--- src/rtl/riscv_pkg.sv ---
// Shared RV64I load/store definitions: funct3 codes, LSU state encoding,
// byte-lane masks and request legality helpers.
package riscv_pkg;

   localparam logic [2:0] F3_B  = 3'b000;
   localparam logic [2:0] F3_H  = 3'b001;
   localparam logic [2:0] F3_W  = 3'b010;
   localparam logic [2:0] F3_D  = 3'b011;
   localparam logic [2:0] F3_BU = 3'b100;
   localparam logic [2:0] F3_HU = 3'b101;
   localparam logic [2:0] F3_WU = 3'b110;

   localparam logic [7:0] BE_B = 8'h01;
   localparam logic [7:0] BE_H = 8'h03;
   localparam logic [7:0] BE_W = 8'h0F;
   localparam logic [7:0] BE_D = 8'hFF;

   typedef enum logic [1:0] {
      ST_IDLE   = 2'd0,
      ST_ACCESS = 2'd1,
      ST_RESP   = 2'd2
   } lsu_state_e;

   // funct3[1:0] encodes the access size for both signed and unsigned loads
   function automatic logic [7:0] size_mask(input logic [1:0] sz);
      case (sz)
         2'b00:   return BE_B;
         2'b01:   return BE_H;
         2'b10:   return BE_W;
         2'b11:   return BE_D;
         default: return 8'h00;
      endcase
   endfunction

   function automatic logic f3_legal(input logic we, input logic [2:0] f3);
      return we ? (f3[2] == 1'b0) : (f3 != 3'b111);
   endfunction

   function automatic logic misaligned(input logic [1:0] sz, input logic [2:0] off);
      case (sz)
         2'b00:   return 1'b0;
         2'b01:   return off[0] != 1'b0;
         2'b10:   return off[1:0] != 2'b00;
         2'b11:   return off != 3'b000;
         default: return 1'b1;
      endcase
   endfunction

endpackage

--- src/rtl/lsu_load_align.sv ---
// Combinational load aligner: selects the addressed lanes of a 64-bit beat
// and sign/zero-extends to 64 bits according to funct3.
module lsu_load_align
   import riscv_pkg::*;
(
   input  logic [63:0] rdata,
   input  logic [2:0]  offset,
   input  logic [2:0]  funct3,
   output logic [63:0] data
);

   logic [63:0] shifted_s;

   assign shifted_s = rdata >> {offset, 3'b000};

   // size select and extension
   always_comb begin
      data = 64'h0;
      case (funct3)
         F3_B:    data = {{56{shifted_s[7]}},  shifted_s[7:0]};
         F3_H:    data = {{48{shifted_s[15]}}, shifted_s[15:0]};
         F3_W:    data = {{32{shifted_s[31]}}, shifted_s[31:0]};
         F3_D:    data = shifted_s;
         F3_BU:   data = {56'h0, shifted_s[7:0]};
         F3_HU:   data = {48'h0, shifted_s[15:0]};
         F3_WU:   data = {32'h0, shifted_s[31:0]};
         default: data = 64'h0;
      endcase
   end

endmodule

--- src/rtl/lsu_mem_port.sv ---
// RV64I load/store unit driving a 64-bit valid/ack data-memory port.
// Optional ack watchdog enabled by defining LSU_TIMEOUT_EN.
module lsu_mem_port
   import riscv_pkg::*;
#(
   parameter int XLEN        = 64,
   parameter int MEM_AW      = 32,
   parameter int TIMEOUT_CYC = 255
) (
   input  logic              clk,
   input  logic              rst_n,
   input  logic              req_valid,
   output logic              req_ready,
   input  logic              req_we,
   input  logic [2:0]        req_funct3,
   input  logic [XLEN-1:0]   req_addr,
   input  logic [XLEN-1:0]   req_wdata,
   output logic              rsp_valid,
   output logic [XLEN-1:0]   rsp_rdata,
   output logic              rsp_err,
   output logic              mem_req,
   output logic              mem_we,
   output logic [MEM_AW-1:0] mem_addr,
   output logic [7:0]        mem_be,
   output logic [63:0]       mem_wdata,
   input  logic              mem_ack,
   input  logic [63:0]       mem_rdata
);

   lsu_state_e  state_r;
   logic        we_r;
   logic [2:0]  f3_r;
   logic [2:0]  off_r;
   logic [63:0] load_data_s;
   logic        req_err_s;
   logic        timeout_s;
   logic        unused_s;

   assign req_err_s = !f3_legal(req_we, req_funct3) ||
                      misaligned(req_funct3[1:0], req_addr[2:0]);
   assign unused_s  = ^req_addr[XLEN-1:MEM_AW];

   lsu_load_align u_align (
      .rdata  (mem_rdata),
      .offset (off_r),
      .funct3 (f3_r),
      .data   (load_data_s)
   );

`ifdef LSU_TIMEOUT_EN
   logic [15:0] cnt_r;

   assign timeout_s = (cnt_r == 16'(TIMEOUT_CYC - 1));

   // counts un-acked ACCESS cycles; held at zero outside ACCESS
   always_ff @(posedge clk or negedge rst_n) begin
      if (!rst_n) begin
         cnt_r <= 16'h0;
      end else if (state_r != ST_ACCESS) begin
         cnt_r <= 16'h0;
      end else if (!mem_ack) begin
         cnt_r <= cnt_r + 16'h1;
      end else begin
         cnt_r <= cnt_r;
      end
   end
`else
   assign timeout_s = 1'b0;
`endif

   // request FSM with all outputs registered
   always_ff @(posedge clk or negedge rst_n) begin
      if (!rst_n) begin
         state_r   <= ST_IDLE;
         we_r      <= 1'b0;
         f3_r      <= 3'b000;
         off_r     <= 3'b000;
         req_ready <= 1'b1;
         rsp_valid <= 1'b0;
         rsp_err   <= 1'b0;
         rsp_rdata <= '0;
         mem_req   <= 1'b0;
         mem_we    <= 1'b0;
         mem_addr  <= '0;
         mem_be    <= 8'h00;
         mem_wdata <= 64'h0;
      end else begin
         case (state_r)
            ST_IDLE: begin
               if (req_valid) begin
                  we_r      <= req_we;
                  f3_r      <= req_funct3;
                  off_r     <= req_addr[2:0];
                  req_ready <= 1'b0;
                  if (req_err_s) begin
                     state_r   <= ST_RESP;
                     rsp_valid <= 1'b1;
                     rsp_err   <= 1'b1;
                     rsp_rdata <= '0;
                  end else begin
                     state_r   <= ST_ACCESS;
                     mem_req   <= 1'b1;
                     mem_we    <= req_we;
                     mem_addr  <= {req_addr[MEM_AW-1:3], 3'b000};
                     mem_be    <= size_mask(req_funct3[1:0]) << req_addr[2:0];
                     mem_wdata <= req_wdata[63:0] << {req_addr[2:0], 3'b000};
                  end
               end
            end
            ST_ACCESS: begin
               // an ack in the watchdog's final cycle still completes normally
               if (mem_ack) begin
                  state_r   <= ST_RESP;
                  mem_req   <= 1'b0;
                  mem_we    <= 1'b0;
                  mem_be    <= 8'h00;
                  rsp_valid <= 1'b1;
                  rsp_err   <= 1'b0;
                  rsp_rdata <= we_r ? '0 : load_data_s;
               end else if (timeout_s) begin
                  state_r   <= ST_RESP;
                  mem_req   <= 1'b0;
                  mem_we    <= 1'b0;
                  mem_be    <= 8'h00;
                  rsp_valid <= 1'b1;
                  rsp_err   <= 1'b1;
                  rsp_rdata <= '0;
               end
            end
            ST_RESP: begin
               state_r   <= ST_IDLE;
               req_ready <= 1'b1;
               rsp_valid <= 1'b0;
               rsp_err   <= 1'b0;
               rsp_rdata <= '0;
            end
            default: begin
               state_r   <= ST_IDLE;
               req_ready <= 1'b1;
               rsp_valid <= 1'b0;
               mem_req   <= 1'b0;
            end
         endcase
      end
   end

endmodule

--- config.mk ---
export PLATFORM = sky130hd
export DESIGN_NAME = lsu_mem_port
export DESIGN_NICKNAME = d
export VERILOG_FILES = /design/src/rtl/riscv_pkg.sv /design/src/rtl/lsu_load_align.sv /design/src/rtl/lsu_mem_port.sv
export SDC_FILE = /design/constraint.sdc
export NUM_CORES = 1
export LEC_CHECK = 0
export ABC_AREA = 1
export CAP_MARGIN = 20
export CORE_UTILIZATION = 53
export CTS_BUF_LIST = sky130_fd_sc_hd__clkbuf_8
export CTS_CLUSTER_SIZE = 25
export DETAILED_ROUTE_END_ITERATION = 8
export GPL_TIMING_DRIVEN = 0
export PLACE_DENSITY = 0.89
export SETUP_SLACK_MARGIN = 0.02
export SYNTH_ARGS = -nofsm -noshare
export SYNTH_HDL_FRONTEND = slang
export SYNTH_HIERARCHICAL = 1
export SYNTH_SLANG_ARGS = --single-unit
--- constraint.sdc ---
create_clock -name clk -period 2.7 [get_ports clk]
set_input_delay 0.54 -clock clk [delete_from_list [all_inputs] [get_ports clk]]
set_output_delay 0.54 -clock clk [all_outputs]
set_load 0.02 [all_outputs]
==> results of run 1 <==
logic make-up (layout without fill, tap and decap cells):
logic type                 Yosys count  after routing  share of synthesized area (%)
AOI/OAI and AO/OA                  156            156                           7.31
adders and majority gates            3              3                          0.307
buffers and inverters              283            650                           11.2
DFF                                179            179                           36.6
muxes                                1              1                         0.0920
other                                1              4                         0.0307
and+or+nand+nor                   1270           1270                           44.4
power by group through the flow:
stage	combinational (W)	sequential, W	clock, W
final	0.0107	0.00431	0.00211
after global routing	0.0115	0.00440	0.00220
after CTS	0.0105	0.00429	0.00209
after detailed placement	0.0104	0.00432	0
after global placement	0.0102	0.00428	0
after floorplan	0.00507	0.00534	0
layer usage:
metal / wire length [um] / part of all wire (%)
met5: 0 / 0
met1: 20300 / 40
met3: 5530 / 11
met4: 2340 / 4.6
met2: 22900 / 45
what timing repair did:
action / 4_1_cts / 5_1_grt
setup buffers: 0 / 0
hold endpoints to repair: 50 / 0
hold buffers: 1 / 0
stage by stage:
step	std cells	total power [W]	utilization, %	cell area (sq um)
2_1_floorplan	1895	0.0104	-	12200
3_3_place_gp	2513	0.0145	70.4	15900
3_5_place_dp	2514	0.0147	70.5	16000
4_1_cts	2547	0.0168	72.5	16400
5_1_grt	2547	0.0181	72.5	16400
6_report	2548	0.0171	72.6	16400
state kept, by name, indices dropped and copies added (netlist names), 2 cells and up:
| signal | cells |
|---|---|
| rsp_rdata | 64 |
| mem_be | 8 |
| off_r | 3 |
| state_r | 2 |
| mem_wdata | 64 |
| f3_r | 3 |
| mem_addr | 29 |
how the worst max path moves through the flow:
| stage | start | endpoint | slack, ns | cells past startpoint |
|---|---|---|---|---|
| final | off_r[0] | rsp_rdata[16] | 0.28 | 11 |
| after global routing | off_r[0] | rsp_rdata[16] | 0.21 | 11 |
| after CTS | off_r[0] | rsp_rdata[16] | 0.41 | 11 |
| after detailed placement | req_funct3[1] | mem_addr[30] | -0.09 | 10 |
| after global placement | rst_n | mem_wdata[53] | -5.95 | 1 |
| after floorplan | req_addr[0] | mem_addr[24] | 0.90 | 11 |
layout by cell type, fill, tap and decap left out, types with 2 or more instances in the layout:
cell type        netlist  final
conb_1                 1      3
clkbuf_8               0     17
o21ai_1                7      7
a21oi_1               26     26
o211ai_1              35     35
inv_2                  8      8
nand2_4                2      2
clkbuf_1              49     49
inv_12                 0      3
buf_1                  9      9
nor2_1               126    126
buf_2                 53     53
clkinv_8               0      6
inv_8                  0      2
inv_1                119    119
nor2_2                 2      2
inv_6                  0      2
ha_1                   3      3
nand2_2                2      2
clkdlybuf4s50_1        0    332
dfrtp_1              178    178
o211a_1                2      2
buf_4                 21     21
nand2_1              711    711
nand4_1               41     41
buf_6                 22     22
nand3_1              362    362
nand3_2                2      2
o21ai_2                2      2
nor3_1                10     10
o21ai_0               81     81
and2_1                 7      7
worst min-delay path: stages, from the launching register on:
cell     delay (ns)
dfrtp_1        0.36
nand2_1        0.05
nand2_1        0.05
area by class of cell:
class,instances,area [sq um],area share (%)
Timing Repair Buffer,335,3380,20.6
Inverter,129,487,2.96
Buffer,154,888,5.41
Clock buffer,17,234,1.42
Multi-Input combinational cell,1433,6390,38.9
Tap cell,285,357,2.17
Sequential cell,179,4480,27.3
Clock inverter,15,215,1.31
Antenna cell,1,2.50,0.0152
==> impl_metrics.py, run 1 <==
metrics = {
    "placement": {
        "io_buffers": 333,
        "gp_congestion": 1.09,
        "pre_cts_ws_ns": -0.0877,
        "place_hpwl_um": 40400,
    },
    "finish": {
        "syn_to_final_growth_pct": 34.3,
        "drive_gt1_share_pct": 6.94,
        "fillers": 1802,
        "nNetsFinal": 2452,
    },
    "synthesis": {
        "yosys.area.top_type_share_pct": 36.4,
        "netlist_instances": 1893,
        "ys_seq_area_share_pct": 36.6,
        "synth.avg_cell_area_sq_um": 6.46,
        "synth_edf_count": 0,
        "synth_cell_types": 38,
        "yosys-top-cells-area": "dfrtp_1, nand2_1, nand3_1",
        "synth_common_cells": "nand2_1, nand3_1, dfrtp_1, nor2_1, inv_1",
        "synth.largest_area_cell": "dfrtp_1",
        "synth.most_common_cell": "nand2_1",
        "async_reset_ff_share_pct": 100,
        "syn-cell-area_sq_um": 12200,
        "synthFlopType": "dfrtp_1",
        "synth_seq_cells": 179,
        "yosysWarnings": 6,
    },
    "clock_network": {
        "clock_latency_ns": 0.50,
        "numCtsBuffers": 17,
        "path_clk_slew_ns": 0.13,
        "cts_resized": 0,
        "cts_max_level": 4,
        "cts_tree": "built",
        "clk_path_buf_depth": 2,
        "cts_sinks": 179,
        "root_buffer": "clkbuf_8",
    },
    "worst_setup_path": {
        "worstPathArrival_ns": 2.80,
        "cp_top_family": "compound AO/OA/AOI/OAI gates",
        "crit_type": "reg -> reg",
        "critPathSlowestCell": "o21ai_0",
        "required_ns": 3.07,
        "max_stage_delay_ns": 0.64,
        "cp_cell_sequence": "buf_6 -> buf_6 -> buf_2 -> o21ai_0 -> o21ai_0 -> o21ai_1 -> nand3_1 -> inv_1 -> nor2_1 -> nand3_1 -> nand2_1",
        "regToRegStartpoint": "off_r[0]",
        "cp-start-kind": "flop",
        "end_kind": "flop",
        "r2r_end": "rsp_rdata[16]",
        "critPathBufInv": 4,
        "worst_r2r_path_depth": 11,
        "regToRegSetupSlack_ns": 0.28,
        "path_max_fanout": 10,
    },
    "drt": {
        "drt-total-wl_um": 51000,
        "viasPerCell": 5.87,
        "via_count": 14900,
        "ant_nets": 0,
        "first_iter_violations": 1814,
        "dr.pass1.iters": 8,
        "wl_per_cell_um": 20.0,
        "drc": 0,
    },
    "global_routing": {
        "grt-ovfl-total": 0,
        "grt_pass1_vias": 14100,
        "grtUsageMet3_pct": 11.4,
        "gr-max-usage-layer": "met2",
        "grt.total_usage_pct": 43.0,
        "grtUsageMet1_pct": 55.5,
        "grt_max_degree": 129,
        "globalRouteMet2Util_pct": 67.3,
        "antenna_found_initial": 0,
        "grt_pass1_wl_um": 77900,
    },
    "floorplan": {
        "start_util_pct": 54.0,
        "die-area_sq_um": 23700,
        "io_pins": 373,
        "coreArea_sq_um": 22600,
        "rows": 55,
        "die_h_um": 154,
        "die-width_um": 154,
    },
    "sta": {
        "min_period_ns": 2.42,
        "rsz0062_at_grt": "false",
        "drv_slew": 0,
        "setup_viol": 0,
        "slew_headroom_pct": 48.4,
        "holdWs_ns": 0.486,
        "fmax_mhz": 413,
        "period_share_pct": 89.7,
        "layout_setup_ws_ns": 0.277,
        "hold_viol_final": 0,
        "setup_tns_ns": 0,
        "finClkSkew_ns": 0.0249,
        "worst_pin_slew_ns": 0.767,
    },
    "min_path": {
        "holdPathEnd": "rsp_rdata[14]",
        "hold_start": "rsp_rdata[14]",
        "min_path_type": "reg -> reg",
        "hold_depth": 2,
    },
    "pwr": {
        "combPwrFrac_pct": 62.5,
        "powerDensity_nw_per_um2": 1040,
        "p_sw_w": 0.00880,
        "p_seq_share_pct": 25.2,
        "p_leak_nw": 8.35,
        "p_sw_share_pct": 51.4,
        "clockPowerShare_pct": 12.3,
        "vdd.ir_drop.worst_uv": 797,
        "p_int_w": 0.00831,
    },
    "run_status": {
        "status": "complete, no violations",
    },
    "job": {
        "max_cap_violations": 0,
    },
}
(Power assumes the default switching activity.)
==> run 2: changes to the inputs <==
- RECOVER_POWER: default -> 100
==> impl_metrics.py, run 2 (synthesized netlist as in run 1, its figures left out) <==
metrics = {
    "worst_setup_path": {
        "end_kind": "flop",
        "cpMostUsedCell": "nand2_1",
        "path_max_fanout": 10,
        "worstPathArrival_ns": 2.85,
        "critPathSlowestCell": "clkdlybuf4s50_1",
        "crit_type": "in -> reg",
        "cp-start-kind": "input port",
        "cp_cell_sequence": "clkdlybuf4s50_1 -> clkinv_1 -> nand2_1 -> nand3_1 -> nand2_1 -> nand2_2 -> nand3_1 -> nand2_1 -> clkbuf_2 -> buf_4 -> nand2_1 -> nand2_1",
        "required_ns": 3.07,
        "max_stage_delay_ns": 0.51,
    },
    "sta": {
        "min_period_ns": 2.48,
        "fmax_mhz": 403,
        "slew_headroom_pct": 6.42,
        "rsz0062_at_grt": "false",
        "hold_viol_final": 0,
        "setup_viol": 0,
        "worst_pin_slew_ns": 1.40,
        "period_share_pct": 91.8,
        "finClkSkew_ns": 0.0231,
        "drv_slew": 0,
        "setup_tns_ns": 0,
    },
    "global_routing": {
        "antenna_found_initial": 0,
        "grt-ovfl-total": 0,
        "grt_pass1_wl_um": 77900,
        "grt.total_usage_pct": 43.0,
        "grt_pass1_vias": 14100,
        "grt_max_degree": 129,
    },
    "floorplan": {
        "die-area_sq_um": 23700,
        "rows": 55,
        "start_util_pct": 54.0,
        "io_pins": 373,
        "die_h_um": 154,
        "coreArea_sq_um": 22600,
        "die-width_um": 154,
    },
    "clock_network": {
        "numCtsBuffers": 17,
        "cts_max_level": 4,
        "cts_sinks": 179,
        "clk_path_buf_depth": 2,
        "path_clk_slew_ns": 0.11,
        "post_cts_buffers": 0,
        "cts_resized": 0,
        "cts_tree": "built",
        "root_buffer": "clkbuf_8",
        "clock_latency_ns": 0.49,
    },
    "finish": {
        "nNetsFinal": 2452,
        "syn_to_final_growth_pct": 33.9,
        "drive_gt1_share_pct": 6.68,
        "largestRegisters": "mem_wdata (64), rsp_rdata (64), mem_addr (29)",
        "fillers": 1811,
        "final_cell_mix": "nand2_1, nand3_1, dfrtp_1",
        "layout_commonest_cell": "nand2_1",
        "final_core_util_pct": 72.4,
    },
    "placement": {
        "gp_congestion": 1.09,
        "io_buffers": 333,
        "place_hpwl_um": 40400,
    },
    "drt": {
        "viasPerCell": 5.86,
        "via_count": 14900,
        "top_layer_used": "met4",
        "drc": 0,
        "dr.pass1.iters": 7,
        "wl_met1_um": 20200,
        "met3WireLength_um": 5570,
        "first_iter_violations": 1681,
        "wl_per_cell_um": 20.0,
        "drt-total-wl_um": 51000,
        "ant_nets": 0,
        "route.met2.wl_um": 23100,
    },
    "pwr": {
        "p_sw_w": 0.00875,
        "powerDensity_nw_per_um2": 1020,
        "p_seq_share_pct": 25.5,
        "vdd.ir_drop.worst_uv": 787,
        "clockPowerShare_pct": 12.5,
        "combPwrFrac_pct": 61.9,
        "p_int_w": 0.00795,
        "p_sw_share_pct": 52.4,
        "p_leak_nw": 8.75,
    },
    "min_path": {
        "min_path_type": "reg -> reg",
    },
    "job": {
        "max_cap_violations": 0,
    },
    "run_status": {
        "status": "complete, no violations",
    },
}
-- run 2: path summary, 6_finish.rpt --
kind	end	start	cells after the start	slack (ns)
worst max-delay path	rsp_rdata[52]	req_funct3[1]	12	0.22
worst min-delay path	rsp_rdata[23]	rsp_rdata[23]	2	0.48
max in group asynchronous	mem_wdata[55]	rst_n	3	0.47
worst max register to register	rsp_rdata[14]	off_r[0]	11	0.25
worst min register to register	rsp_rdata[23]	rsp_rdata[23]	2	0.48
min in group asynchronous	rsp_rdata[2]	rst_n	2	0.90
-- run 2: power groups by stage --
stage	sequential, W	clock, W	combinational, W
after floorplan	0.00534	0	0.00507
after global placement	0.00428	0	0.0102
after detailed placement	0.00432	0	0.0104
after CTS	0.00429	0.00209	0.0105
after global routing	0.00436	0.00220	0.0111
final	0.00426	0.00209	0.0103
-- run 2: final cells by class --
cell class	count	area, sq um	area share (%)
Multi-Input combinational cell	1433	6370	38.9
Sequential cell	179	4480	27.3
Timing Repair Buffer	335	3360	20.5
Buffer	154	878	5.36
Inverter	129	487	2.97
Tap cell	285	357	2.18
Clock buffer	17	234	1.43
Clock inverter	15	215	1.31
Antenna cell	1	2.50	0.0153
-- run 2: stage by stage --
step	setup slack [ns]	total power, W	hold slack (ns)	std cells	area [sq um]
final	0.221	0.0167	0.480	2548	16400
after global routing	0.120	0.0177	0.497	2547	16400
after CTS	0.408	0.0168	0.488	2547	16400
after detailed placement	-0.0877	0.0147	0.457	2514	16000
after global placement	-5.95	0.0145	0.453	2513	15900
after floorplan	0.902	0.0104	0.244	1895	12200
-- run 2: worst max-delay path, delay by kind of cell --
family        cells  cell delay (ns)
simple gates      8             1.00
buf+inv           4             1.31
-- run 2: per-layer routing --
metal,up-vias,GRT usage [%]
li1,6840,-
met1,6949,55.5
met2,975,67.3
met3,171,11.4
met4,0,20.3
met5,-,0
-- run 2: what timing repair did --
action                                  CTS  global route
hold buffers                              1             0
endpoints found under the setup margin    0             0
endpoints found under the hold margin    50             0
==> run 3: changes to the inputs <==
- CORE_MARGIN: default -> 2
- CTS_CLUSTER_DIAMETER: default -> 40
==> impl_metrics.py, run 3 (synthesized netlist as in run 1, its figures left out) <==
metrics = {
    "pwr": {
        "p_sw_w": 0.00879,
        "p_sw_share_pct": 52.5,
        "combPwrFrac_pct": 61.9,
        "p_seq_share_pct": 25.4,
        "power.total_w": 0.0167,
        "clockPowerShare_pct": 12.6,
        "p_leak_nw": 8.74,
        "p_int_w": 0.00795,
        "vdd.ir_drop.worst_uv": 910,
        "powerDensity_nw_per_um2": 1020,
    },
    "drt": {
        "drc": 0,
        "dr.pass1.iters": 8,
        "wl_per_cell_um": 20.3,
        "first_iter_violations": 1662,
        "drt-total-wl_um": 51800,
        "ant_nets": 0,
        "via_count": 14900,
        "viasPerCell": 5.84,
    },
    "worst_setup_path": {
        "worstPathArrival_ns": 2.86,
        "crit_type": "in -> reg",
        "critPathSlowestCell": "dlygate4sd3_1",
        "cp-start-kind": "input port",
        "max_stage_delay_ns": 0.59,
        "cp_top_family": "buffers and inverters",
        "end_kind": "flop",
        "cpMostUsedCell": "nand2_1",
        "path_max_fanout": 10,
        "cp_cell_sequence": "dlygate4sd3_1 -> clkinv_1 -> nand2_1 -> nand3_1 -> nand2_1 -> nand2_2 -> nand3_1 -> nand2_1 -> buf_6 -> buf_4 -> nand2_1 -> nand2_1",
        "required_ns": 3.07,
        "critPathBufInv": 4,
    },
    "global_routing": {
        "grt.total_usage_pct": 42.6,
        "grt_max_degree": 115,
        "grt_pass1_wl_um": 79300,
        "grt_pass1_vias": 14100,
        "grt-ovfl-total": 0,
        "antenna_found_initial": 0,
    },
    "clock_network": {
        "cts_sinks": 179,
        "path_clk_slew_ns": 0.11,
        "post_cts_buffers": 0,
        "cts_resized": 0,
        "numCtsBuffers": 17,
        "root_buffer": "clkbuf_8",
        "clock_latency_ns": 0.49,
        "hold_buffers": 1,
        "cts_tree": "built",
        "cts_max_level": 4,
        "clk_path_buf_depth": 2,
    },
    "finish": {
        "finalInstanceArea_sq_um": 16400,
        "layout_commonest_cell": "nand2_1",
        "largestRegisters": "mem_wdata (64), rsp_rdata (64), mem_addr (29)",
        "final_core_util_pct": 72.3,
        "nNetsFinal": 2452,
        "syn_to_final_growth_pct": 33.8,
        "n_antenna_cell": 0,
        "drive_gt1_share_pct": 6.68,
        "final_cell_mix": "nand2_1, nand3_1, dfrtp_1",
    },
    "floorplan": {
        "coreArea_sq_um": 22600,
        "start_util_pct": 54.0,
        "die-area_sq_um": 24300,
        "rows": 55,
        "io_pins": 373,
        "die_h_um": 156,
        "die-width_um": 156,
    },
    "placement": {
        "io_buffers": 333,
        "placed_area_sq_um": 16000,
        "pre_cts_ws_ns": -0.000989,
        "place_hpwl_um": 40700,
        "gp_congestion": 1.11,
    },
    "sta": {
        "drv_slew": 0,
        "worst_pin_slew_ns": 1.11,
        "hold_viol_final": 0,
        "slew_headroom_pct": 26.3,
        "finClkSkew_ns": 0.0218,
        "holdWs_ns": 0.480,
        "rsz0062_at_grt": "false",
        "setup_viol": 0,
        "layout_setup_ws_ns": 0.210,
        "min_period_ns": 2.49,
        "fmax_mhz": 402,
        "period_share_pct": 92.2,
    },
    "job": {
        "max_cap_violations": 0,
    },
    "run_status": {
        "status": "complete, no violations",
    },
    "min_path": {
        "min_path_type": "reg -> reg",
    },
}
run 3: changes by cell type in the layout (fill, tap and decap cells not counted), sizes merged:
cell    change
clkbuf      +1
buf         -1
diode       -1
run 3: final timing paths:
path                          startpoint       endpoint  slack, ns  depth (start not counted)
max reg2reg                   state_r[1]   mem_wdata[3]       0.27                          9
min                         rsp_rdata[6]   rsp_rdata[6]       0.48                          2
min in group asynchronous          rst_n  rsp_rdata[60]       0.56                          2
max in group asynchronous          rst_n        f3_r[2]       0.64                          3
max                        req_funct3[1]  rsp_rdata[41]       0.21                         12
min reg2reg                 rsp_rdata[6]   rsp_rdata[6]       0.48                          2
run 3: metal layers:
layer / track usage (%) / part of all wire, % / wire length (um)
met1: 55.9 / 40 / 20600
met4: 16.6 / 3.9 / 2040
met2: 66.9 / 44 / 23000
met3: 12.1 / 12 / 6150
met5: 0 / 0 / 0
run 3: worst register-to-register path, stage by stage, from the launching register on:
cell and delay [ns]:
dfrtp_1 0.41, inv_1 0.10, ha_1 0.15, clkbuf_1 0.28, inv_1 0.15, nor2_2 0.44
clkbuf_2 0.38, buf_4 0.23, nand3_1 0.11, nand2_1 0.12
run 3: layout make-up:
| type | instances | area [sq um] |
|---|---|---|
| sequential | 179 | 4480 |
| inverter | 129 | 487 |
| tap | 285 | 357 |
| fill | 1781 | 6270 |
| timing repair buffer | 335 | 3360 |
| clock inverter | 15 | 214 |
| multi-input combinational | 1433 | 6380 |
| clock buffer | 17 | 234 |
| buffer | 154 | 862 |
run 3: power by group through the flow:
stage | clock network [W] | logic (W) | registers, W
after detailed placement | 0 | 0.0104 | 0.00432
after global routing | 0.00222 | 0.0112 | 0.00435
final | 0.00212 | 0.0104 | 0.00426
after CTS | 0.00211 | 0.0105 | 0.00428
after global placement | 0 | 0.0103 | 0.00428
after floorplan | 0 | 0.00507 | 0.00534
run 3: stage by stage:
step / cells / setup TNS (ns)
after floorplan: 1895 / 0
after global placement: 2513 / -1059.01
after detailed placement: 2514 / -0.000989
after CTS: 2547 / 0
after global routing: 2547 / 0
final: 2547 / 0
